--- src/rtl/mux_rr_arbiter.sv ---
// Two-source round-robin arbiter feeding a one-entry registered output stage.
// The registered sel travels with out so a downstream 2:1 mux switches with the data.
module mux_rr_arbiter #(
   parameter int WIDTH = 2
) (
   input  logic             clk,
   input  logic             rst_n,
   input  logic [WIDTH-1:0] d0,
   input  logic             v0,
   output logic             r0,
   input  logic [WIDTH-1:0] d1,
   input  logic             v1,
   output logic             r1,
   output logic [WIDTH-1:0] out,
   output logic             sel,
   output logic             out_valid,
   input  logic             out_ready,
   output logic [7:0]       cnt0,
   output logic [7:0]       cnt1
);

   typedef enum logic {
      EMPTY = 1'b0,
      FULL  = 1'b1
   } state_t;

   state_t           state_reg, state_next;
   logic             last_reg;
   logic [WIDTH-1:0] out_reg;
   logic             sel_reg;
   logic             load;
   logic             gnt_any;
   logic             gnt_id;
   logic             take;
   logic [1:0]       take_vec;

   always_comb begin
      state_next = state_reg;
      load       = (state_reg == EMPTY) || out_ready;
      gnt_any    = v0 || v1;
      gnt_id     = 1'b0;
      // On a tie the source that did not win last time goes next.
      if (v0 && v1) begin
         gnt_id = ~last_reg;
      end else if (v1) begin
         gnt_id = 1'b1;
      end
      take = rst_n && load && gnt_any;
      r0   = take && !gnt_id;
      r1   = take && gnt_id;
      if (take) begin
         state_next = FULL;
      end else if ((state_reg == FULL) && out_ready) begin
         state_next = EMPTY;
      end
   end

   assign take_vec = {r1, r0};

   always_ff @(posedge clk) begin
      if (!rst_n) begin
         state_reg <= EMPTY;
         out_reg   <= '0;
         sel_reg   <= 1'b0;
         last_reg  <= 1'b1;
      end else begin
         state_reg <= state_next;
         if (take) begin
            out_reg  <= gnt_id ? d1 : d0;
            sel_reg  <= gnt_id;
            last_reg <= gnt_id;
         end
      end
   end

   // Free-running debug grant counters, one per source; wrap silently.
   genvar gi;
   generate
      for (gi = 0; gi < 2; gi++) begin : g_cnt
         logic [7:0] cnt_reg;
         always_ff @(posedge clk) begin
            if (!rst_n) begin
               cnt_reg <= 8'd0;
            end else if (take_vec[gi]) begin
               cnt_reg <= cnt_reg + 8'd1;
            end
         end
      end
   endgenerate

   assign out       = out_reg;
   assign sel       = sel_reg;
   assign out_valid = (state_reg == FULL);
   assign cnt0      = g_cnt[0].cnt_reg;
   assign cnt1      = g_cnt[1].cnt_reg;

endmodule

--- config.mk ---
export PLATFORM = sky130hd
export DESIGN_NAME = mux_rr_arbiter
export DESIGN_NICKNAME = d
export VERILOG_FILES = /design/src/rtl/mux_rr_arbiter.sv
export SDC_FILE = /design/constraint.sdc
export NUM_CORES = 1
export LEC_CHECK = 0
export ABC_AREA = 1
export CAP_MARGIN = 20
export CORE_ASPECT_RATIO = 0.9
export CORE_MARGIN = 2
export CORE_UTILIZATION = 50
export DETAILED_ROUTE_END_ITERATION = 8
export HOLD_SLACK_MARGIN = 0.08
export PLACE_DENSITY = 0.87
export RECOVER_POWER = 100
export SYNTH_ARGS = -nofsm -noshare
export SYNTH_HDL_FRONTEND = slang
export SYNTH_SLANG_ARGS = --single-unit
--- constraint.sdc ---
create_clock -name clk -period 3.73 [get_ports clk]
set_input_delay 0.746 -clock clk [delete_from_list [all_inputs] [get_ports clk]]
set_output_delay 0.746 -clock clk [all_outputs]
set_load 0.05 [all_outputs]
==> Yosys cells after proc, flatten, opt, wreduce, memory -nomap -nowiden <==
Index checks and enable logic that the tools add are counted.
{ "word_totals": {"reg_bits": 21, "output_inout_bits": 22, "input_bits": 9} }
{ "classes": {"bitwise": 2, "reduce_logical": 10, "mux": 5, "add_sub_neg": 2} }
{ "op_table": {"columns": ["operator", "n"], "rows": [
  ["$add A8 B1 Y8 const B", 2],
  ["$logic_and A1 B1 Y1", 6],
  ["$mux W1", 4],
  ["$logic_or A1 B1 Y1", 2],
  ["$mux W2", 1],
  ["$not A1 Y1", 2],
  ["$reduce_bool A2 Y1", 1],
  ["$logic_not A1 Y1", 1]
]} }

==> Depth between registers and ports, before layout <==
{ "logic_depth": {"word_depth": 5, "mapped_depth": 8} }

==> Least setup slack after synthesis <==
Ideal clock, no wire load.
{ "synth_timing": {"kind": "input to output", "start": "input v0", "end": "output r0", "arrival_ps": 1304, "slack_ps": 1680, "stages": 5, "path_cell_list": "nand2_1 > nand2_2 > inv_4 > nor2_4 > buf_8"} }
{ "synth_via": {"elab_chain_cells": 4} }
{ "synth_lines": {"columns": ["item", "line_no", "text"], "rows": [
  ["from (decl)", "9", "input logic v0,"],
  ["$logic_and A1 B1 Y1", "43", "if (v0 && v1) begin"],
  ["$mux W1", "43", null],
  ["$logic_not A1 Y1", "49", "r0 = take && !gnt_id;"],
  ["$logic_and A1 B1 Y1 *", "49", null],
  ["to (decl)", "10", "output logic r0,"]
]} }
Mark *: on every way between the ends. The rest lies on a longest branch, timed or not.

==> Worst setup path after layout <==
{ "layout_timing": {"start": "input rst_n", "end": "output r1"} }
{ "layout_via": {"elab_chain_cells": 3} }
{ "layout_lines": {"columns": ["item", "line_no", "text"], "rows": [
  ["from (decl)", "7", "input logic rst_n,"],
  ["$logic_and A1 B1 Y1 (2 in a row)", "48", "take = rst_n && load && gnt_any;"],
  ["$logic_and A1 B1 Y1", "50", "r1 = take && gnt_id;"],
  ["to (decl)", "13", "output logic r1,"]
]} }
No other way between the ends.

==> impl_metrics.csv <==
group,metric,value,unit
layout,final_net_count,192,
setup_path,crit_family,"buffers and inverters",
timing,min_period_over_period,87.14,%
timing,drv_slew,0,
timing,finalSetupViolations,0,
setup_path,crit_chain,"dlygate4sd3_1, nand2_1, nor2_4, clkbuf_1",
floorplanning,core,1971,um2
yosys,syn_inst,149,
yosys,syn-num-nets,160,
global_routing,grt_pass1_vias,919,
pwr,leakagePower,0.0006392,uW
global_routing,grt_max_degree,17,
yosys,ys_ff_latch,21,
run_status,status,"complete, no violations",
setup_path,slowest_delay,770,ps
pwr,ir_worst_vdd,0.0002110,V
timing,grt_setup_unrepaired,"no",
timing,worst_hold_slack,486.1,ps
clocking,clock-sinks,21,
worst_hold_path,hp-start,"out[1]$_SDFFE_PN0P_",
yosys,synth_area_leaders,"dfxtp_1 39%, nand2_1 14%, nor2_1 6.7%, nand3_1 6.5%, inv_1 5.3%",
yosys,syn_area_per_cell,7.180,um2
floorplanning,die-area,2526,um2
timing,hold_viol,0,
place,gp_congestion,0.8372,
place,dp_hpwl,2017,um
setup_path,crit_arrival,2500,ps
timing,post-route-min-period,3250,ps
layout,n_fill_cell,170,
layout,antenna_cells,0,
routing,ant_nets,0,
floorplanning,rows,15,
setup_path,cp-start-kind,"input pin",
yosys,yosysWarnings,0,
routing,wire_per_inst,12.71,um
worst_hold_path,hp-class,"reg2reg",
clocking,cts_made_buffers,3,
layout,post-route-util,70.03,%
layout,drive_gt1_share,10.00,%
clocking,clkTransAtPathRegs,130,ps
setup_path,end_kind,"primary output",
setup_path,slowest_stage,"dlygate4sd3_1",
clocking,cts_resized,0,
timing,max_freq,307.7,MHz
timing,fin_tns_setup,0,ps
yosys,ys_types,24,
routing,viasPerCell,5.259,
floorplanning,die_h,47.88,um
routing,drt_iter0_drc,30,
yosys,synth_top_area_share,39.30,%
clocking,cts_tree,"yes",
setup_path,critPathKind,"in2out",
layout,multi_input_area,520.5,um2
place,dp_cells,201,
routing,vias,1078,
setup_path,cp-startpoint,"rst_n",
clocking,ctsHoldBuffers,0,
clocking,htreeDepth,1,
global_routing,antenna_found_initial,0,
global_routing,grt_pass1_wl,4091,um
clocking,cts_setup_buffers,0,
timing,slew_headroom,61.13,%
routing,drt-total-wl,2606,um
yosys,yosysSeqAreaShare,39.30,%
layout,final_cells,205,
routing,post-route-drc-count,0,
global_routing,grt-ovfl-total,0,
place,numPortBuffers,30,
setup_path,r2r-start,"cnt0[0]$_SDFFE_PN0P_",
global_routing,grt_use_total,22.27,%
routing,drt-pass1-iter-count,4,
pwr,power.density,323.1,nW/um2
flow_run,max-cap-violations,0,
setup_path,critPathMaxFanout,16,
setup_path,cp.required,2980,ps
yosys,synth_top_cell_by_area,"dfxtp_1",
clocking,clockBufferDepth,2,
timing,worst_slew_pin_slew,585.5,ps
timing,finalClockSkew,14.06,ps
floorplanning,start_util,54.29,%
clocking,clock_latency,310,ps
layout,regArea,420.4,um2
layout,syn2layout_area_growth,29.01,%
clocking,cts_root_buf,"clkbuf_4",
floorplanning,ioPinCount,31,
setup_path,critPathBufInv,2,
yosys,netlist_area,1070,um2
floorplanning,die_w,52.76,um
-- per-layer routing --
| metal | global-route usage (%) | up-vias | share of wire (%) |
|---|---|---|---|
| met5 | 0 | - | 0 |
| met1 | 27.34 | 492 | 43 |
| met4 | 5.641 | 0 | 0.88 |
| met2 | 39.50 | 48 | 49 |
| met3 | 5.938 | 6 | 7.3 |
| li1 | - | 532 | - |
-- where the power goes --
| group | switching, uW | leakage (uW) | internal, uW |
|---|---|---|---|
| sequential | 7.14 | 0.000171 | 232 |
| clock | 73.7 | 0.0000139 | 40.8 |
| combinational | 61.7 | 0.000454 | 30.6 |
-- layout by cell type, fill, tap and decap left out --
cell type / synthesis / final
dlygate4sd3_1: 0 / 21
clkbuf_4: 0 / 3
nand2_1: 40 / 41
nor3_1: 2 / 2
dfxtp_1: 21 / 21
a21oi_2: 4 / 3
a21oi_1: 10 / 11
nand3_1: 14 / 15
clkbuf_1: 1 / 1
inv_2: 1 / 1
nor3b_1: 1 / 1
nor2_4: 2 / 2
nand2_2: 5 / 4
o21ai_1: 1 / 1
o21ai_0: 1 / 1
xor2_1: 2 / 2
clkdlybuf4s50_1: 0 / 7
nor2_1: 19 / 20
nand4_1: 1 / 1
inv_4: 1 / 1
buf_12: 0 / 1
buf_4: 0 / 1
inv_1: 15 / 15
nand2_4: 1 / 1
ha_1: 2 / 2
clkinvlp_4: 0 / 1
-- per-stage QoR --
stage / area [um2] / total power, uW / worst slack, ps
after detailed placement: 1388 / 343.0 / 812.8
after CTS: 1418 / 455.3 / 810.1
final: 1380 / 445.9 / 479.6
after global routing: 1380 / 467.0 / 436.7
after floorplan: 1070 / 309.9 / 1680
after global placement: 1388 / 338.9 / 862.8
-- cells by family (layout without fill, tap and decap cells) --
family,count (synthesis),count (layout),synth area share (%)
DFF,21,21,39.30
xor gates and xnor gates,2,2,1.638
and+or+nand+nor,87,87,37.78
AOI/OAI and AO/OA,16,16,8.888
adders and majority gates,2,2,2.339
buffers and inverters,21,52,10.06
-- Yosys cell counts, drive strengths merged --
master and instances:
xor2 2, o21ai 2, nand2 46, a21oi 14, inv 17, dfxtp 21
nand4 1, nor3 2, nor2 22, nand3 15, ha 2, nor3b 1
clkbuf 1, buf 3
-- area by class of cell --
class / instances / share of cell area (%)
clock buffers: 3 / 1.632
clock inverters: 1 / 0.5440
inverters: 17 / 4.805
multi-input cells: 107 / 37.72
flip-flops and latches: 21 / 30.46
well taps: 25 / 2.267
repair buffers: 31 / 22.57
-- path summary, 6_finish.rpt --
check	end	slack, ps	cells past startpoint
worst max-delay path	r1	480	4
worst max register to register	cnt0[6]$_SDFFE_PN0P_	2320	6
worst min-delay path	out[1]$_SDFFE_PN0P_	490	2
worst min register to register	out[1]$_SDFFE_PN0P_	490	2
-- worst reg2reg max path: stages, from the launching register on --
cell and delay (ps):
dfxtp_1 430, ha_1 220, nand2_1 100, nor3_1 320
nand3_1 120, nand2_1 80, nor2_1 40
No activity file was read; power rests on OpenSTA's default activity.
==> RTL change 1, RTL diff (same settings) <==
The parameter `WIDTH` goes from 2 to 4.
--- a/src/rtl/mux_rr_arbiter.sv
+++ b/src/rtl/mux_rr_arbiter.sv
@@ -3,3 +3,3 @@
 module mux_rr_arbiter #(
-   parameter int WIDTH = 2
+   parameter int WIDTH = 4
 ) (
Ports: changed (resized d0, d1 and out); port bits go from 31 to 37. The function was not compared with the original's and may differ.
==> RTL change 1 against the original RTL <==
Cell area rose by 10%; sequential cell count rose by 2; critical path depth did not move; area after synthesis rose by 8.0%; wire length rose by 2.1%; synthesized cell count rose by 9.4%; count of clock-buffer cells in the layout rose by 1; power rose by 5.3%; setup slack got worse by 0.044 ns.
==> RTL change 1: results <==
group,metric,value,unit
worst_setup_path,r2r-end,"cnt1[4]",
finish,final.fill_count,187,
hold_path,min_from,"out[0]",
finish,finalNetCount,215,
logic_synthesis,synthTopCellsByArea,"dfxtp_1 (40%), nand2_1 (19%), a21oi_1 (7.4%), nand3_1 (6.5%), nor2_1 (4.9%)",
pwr,peakVddDrop,0.000243,V
grt,grt_pass1_wl,4700,um
timing,fin_worst_skew,0.00630,ns
logic_synthesis,synth_cells,163,
route,avgViaCountPerCell,5.10,
grt,grt_max_degree,16,
outcome,outcome,"complete, no violations",
logic_synthesis,synth_common_cells,"nand2_1 (57), dfxtp_1 (23), a21oi_1 (17), nand3_1 (15), nor2_1 (15)",
route,vias,1153,
logic_synthesis,synth_cell_types,21,
pwr,p_leak,0.683,nW
finish,drive_gt1_share,6.53,%
timing,final.setup.worst_slack,0.436,ns
placed_design,place_ws,0.731,ns
route,drt-initial-drc-count,14,
worst_setup_path,max_stage_delay,0.83,ns
route,drt-total-wl,2660,um
placed_design,io_buffers,36,
timing,slew_headroom,61.3,%
worst_setup_path,r2r_start,"out_valid",
logic_synthesis,synth_nets,178,
hold_path,hold_end,"out[0]",
worst_setup_path,ff2ff_setup_slack,2.23,ns
timing,hold_slack,0.485,ns
grt,grt_pass1_vias,1081,
worst_setup_path,critical_path.max_fanout,12,
[RTL change 1: cell count changes after synthesis, sizes merged]
cell,delta
dfxtp,+2
inv,-5
nor2,-4
a21oi,+4
o21ai,-1
xnor2,+4
nand4,-1
nand3,+1
nand2,+14
buf,+1
clkbuf,-1
[RTL change 1: final cells by class]
cell class	instances	area share, %
inverter	12	2.96
sequential	23	30.2
clock buffer	4	1.72
timing repair buffer	36	23.1
multi-input combinational	124	39.8
tap	27	2.22
[RTL change 1: metrics by stage]
stage / total power [mW] / instance area, sq um
global placement: 0.360 / 1510
global route: 0.493 / 1520
CTS: 0.478 / 1540
finish: 0.469 / 1520
detailed placement: 0.363 / 1510
floorplan: 0.329 / 1150
[RTL change 1: worst max-delay path by stage]
stage               end  cells past startpoint
floorplan            r0                      5
global placement     r0                      4
detailed placement   r0                      4
CTS                  r0                      4
global route         r1                      4
finish               r1                      4
[RTL change 1: logic make-up (layout without fill, tap and decap cells)]
family / after synthesis / in the layout / share of synthesized area [%]
simple gates: 97 / 97 / 37.9
flops: 23 / 23 / 39.9
compound gates: 19 / 19 / 8.56
buf+inv: 16 / 52 / 6.93
xor+xnor: 6 / 6 / 4.55
fa+ha+maj: 2 / 2 / 2.17
[RTL change 1: per-layer routing]
| layer | vias up | global-route usage, % | wire length, um |
|---|---|---|---|
| met4 | 0 | 2.50 | 0 |
| met3 | 0 | 6.67 | 136 |
| met5 | - | 0 | 0 |
| met2 | 32 | 39.1 | 1370 |
| li1 | 590 | - | - |
| met1 | 531 | 27.8 | 1160 |
[RTL change 1: worst register-to-register path: stages, from the launching register on]
cell	delay [ns]
dfxtp_1	0.33
nand2_1	0.16
nand2_1	0.07
nor2_1	0.39
nand2_1	0.26
nand2_1	0.11
a21oi_1	0.07
[RTL change 1: power by group]
part,internal [mW],switching [mW],total (mW)
clock network,0.0417,0.0748,0.117
logic,0.0321,0.0622,0.0943
registers,0.253,0.00569,0.259
==> RTL change 2, RTL diff (same flow settings) <==
Made on the original files. Reset style: asynchronous (`rst_n`), changed in 2 clocked blocks.
--- a/src/rtl/mux_rr_arbiter.sv
+++ b/src/rtl/mux_rr_arbiter.sv
@@ -59,3 +59,3 @@
 
-   always_ff @(posedge clk) begin
+   always_ff @(posedge clk or negedge rst_n) begin
       if (!rst_n) begin
@@ -80,3 +80,3 @@
          logic [7:0] cnt_reg;
-         always_ff @(posedge clk) begin
+         always_ff @(posedge clk or negedge rst_n) begin
             if (!rst_n) begin
Behaviour: differs if rst_n is asserted again (counterexample within 4 cycles, from zero or initial values and one cycle with rst_n low); with rst_n held inactive, the same outputs for 10 cycles.
==> RTL change 2 against the original RTL <==
Critical path depth did not move; area after synthesis rose by 9.8%; highest routed layer unchanged; sequential cell count stayed put; setup slack lost 0.033 ns; cell area up 9.7%; wire length fell by 7.2%.
Power is not compared: it rests on default switching activity, and its combinational part moved more than twofold at a synthesized area within 25%.
==> RTL change 2: results <==
group,metric,value,unit
timing,fin_worst_skew,0.00225,ns
placed_design,dp_hpwl,1960,um
route,drt-met1-wl,1010,um
finish,final_cells,212,
grt,use_met2,36.1,%
placed_design,dpl_cell_area,0.00152,sq mm
logic_synthesis,synthTopCellsByArea,"dfrtp_1 (43%), nand2_1 (24%), inv_1 (4.5%), xnor2_1 (3.0%), nand3_1 (2.6%)",
clock_tree,clock_latency,0.29,ns
finish,multi_input_area_share,36.6,%
outcome,outcome,"complete, no violations",
finish,nFlopsAndLatches,21,
grt,grt_max_degree,14,
finish,nonClkBufAreaFrac,20.3,%
route,avgViaCountPerCell,4.92,
logic_synthesis,synth_cells,151,
logic_synthesis,ys_seq_area_share,44.8,%
logic_synthesis,async_reset_ff_share,100,%
logic_synthesis,syn_area_per_cell,7.78,sq um
route,drt-initial-drc-count,21,
finish,n_clock_buffer,4,
placed_design,place_ws,0.741,ns
finish,nMultiInputCombCells,113,
logic_synthesis,synth_cell_types,23,
finish,syn2layout_area_growth,28.9,%
route,dr_wl_met3,89,um
finish,inverters,16,
RTL change 2: cell count changes after synthesis, moves of 4 or more:
cell,change
nand3_1,-8
xnor2_1,+4
dfrtp_1,+20
nand2_1,+36
nor2_1,-13
dfxtp_1,-21
a21oi_2,-4
a21oi_1,-10
RTL change 2: final timing paths:
| check | start | to | slack [ns] | cells past startpoint |
|---|---|---|---|---|
| setup / recovery | rst_n | r1 | 0.45 | 4 |
| hold / removal | sel | sel | 0.48 | 2 |
| setup reg to reg | out_valid | cnt1[2] | 2.38 | 6 |
| hold reg to reg | sel | sel | 0.48 | 2 |
| max in group asynchronous | rst_n | cnt1[3] | 1.97 | 2 |
| min in group asynchronous | rst_n | cnt1[4] | 0.82 | 1 |
RTL change 2: kinds of logic after synthesis:
family / count (synthesis) / synth area share (%)
AND/OR/NAND/NOR: 101 / 38.6
flip-flops: 21 / 44.8
buffers and inverters: 17 / 6.82
AO/OA/AOI/OAI: 5 / 3.30
XOR/XNOR: 5 / 4.37
adder cells (fa/ha/maj): 2 / 2.13
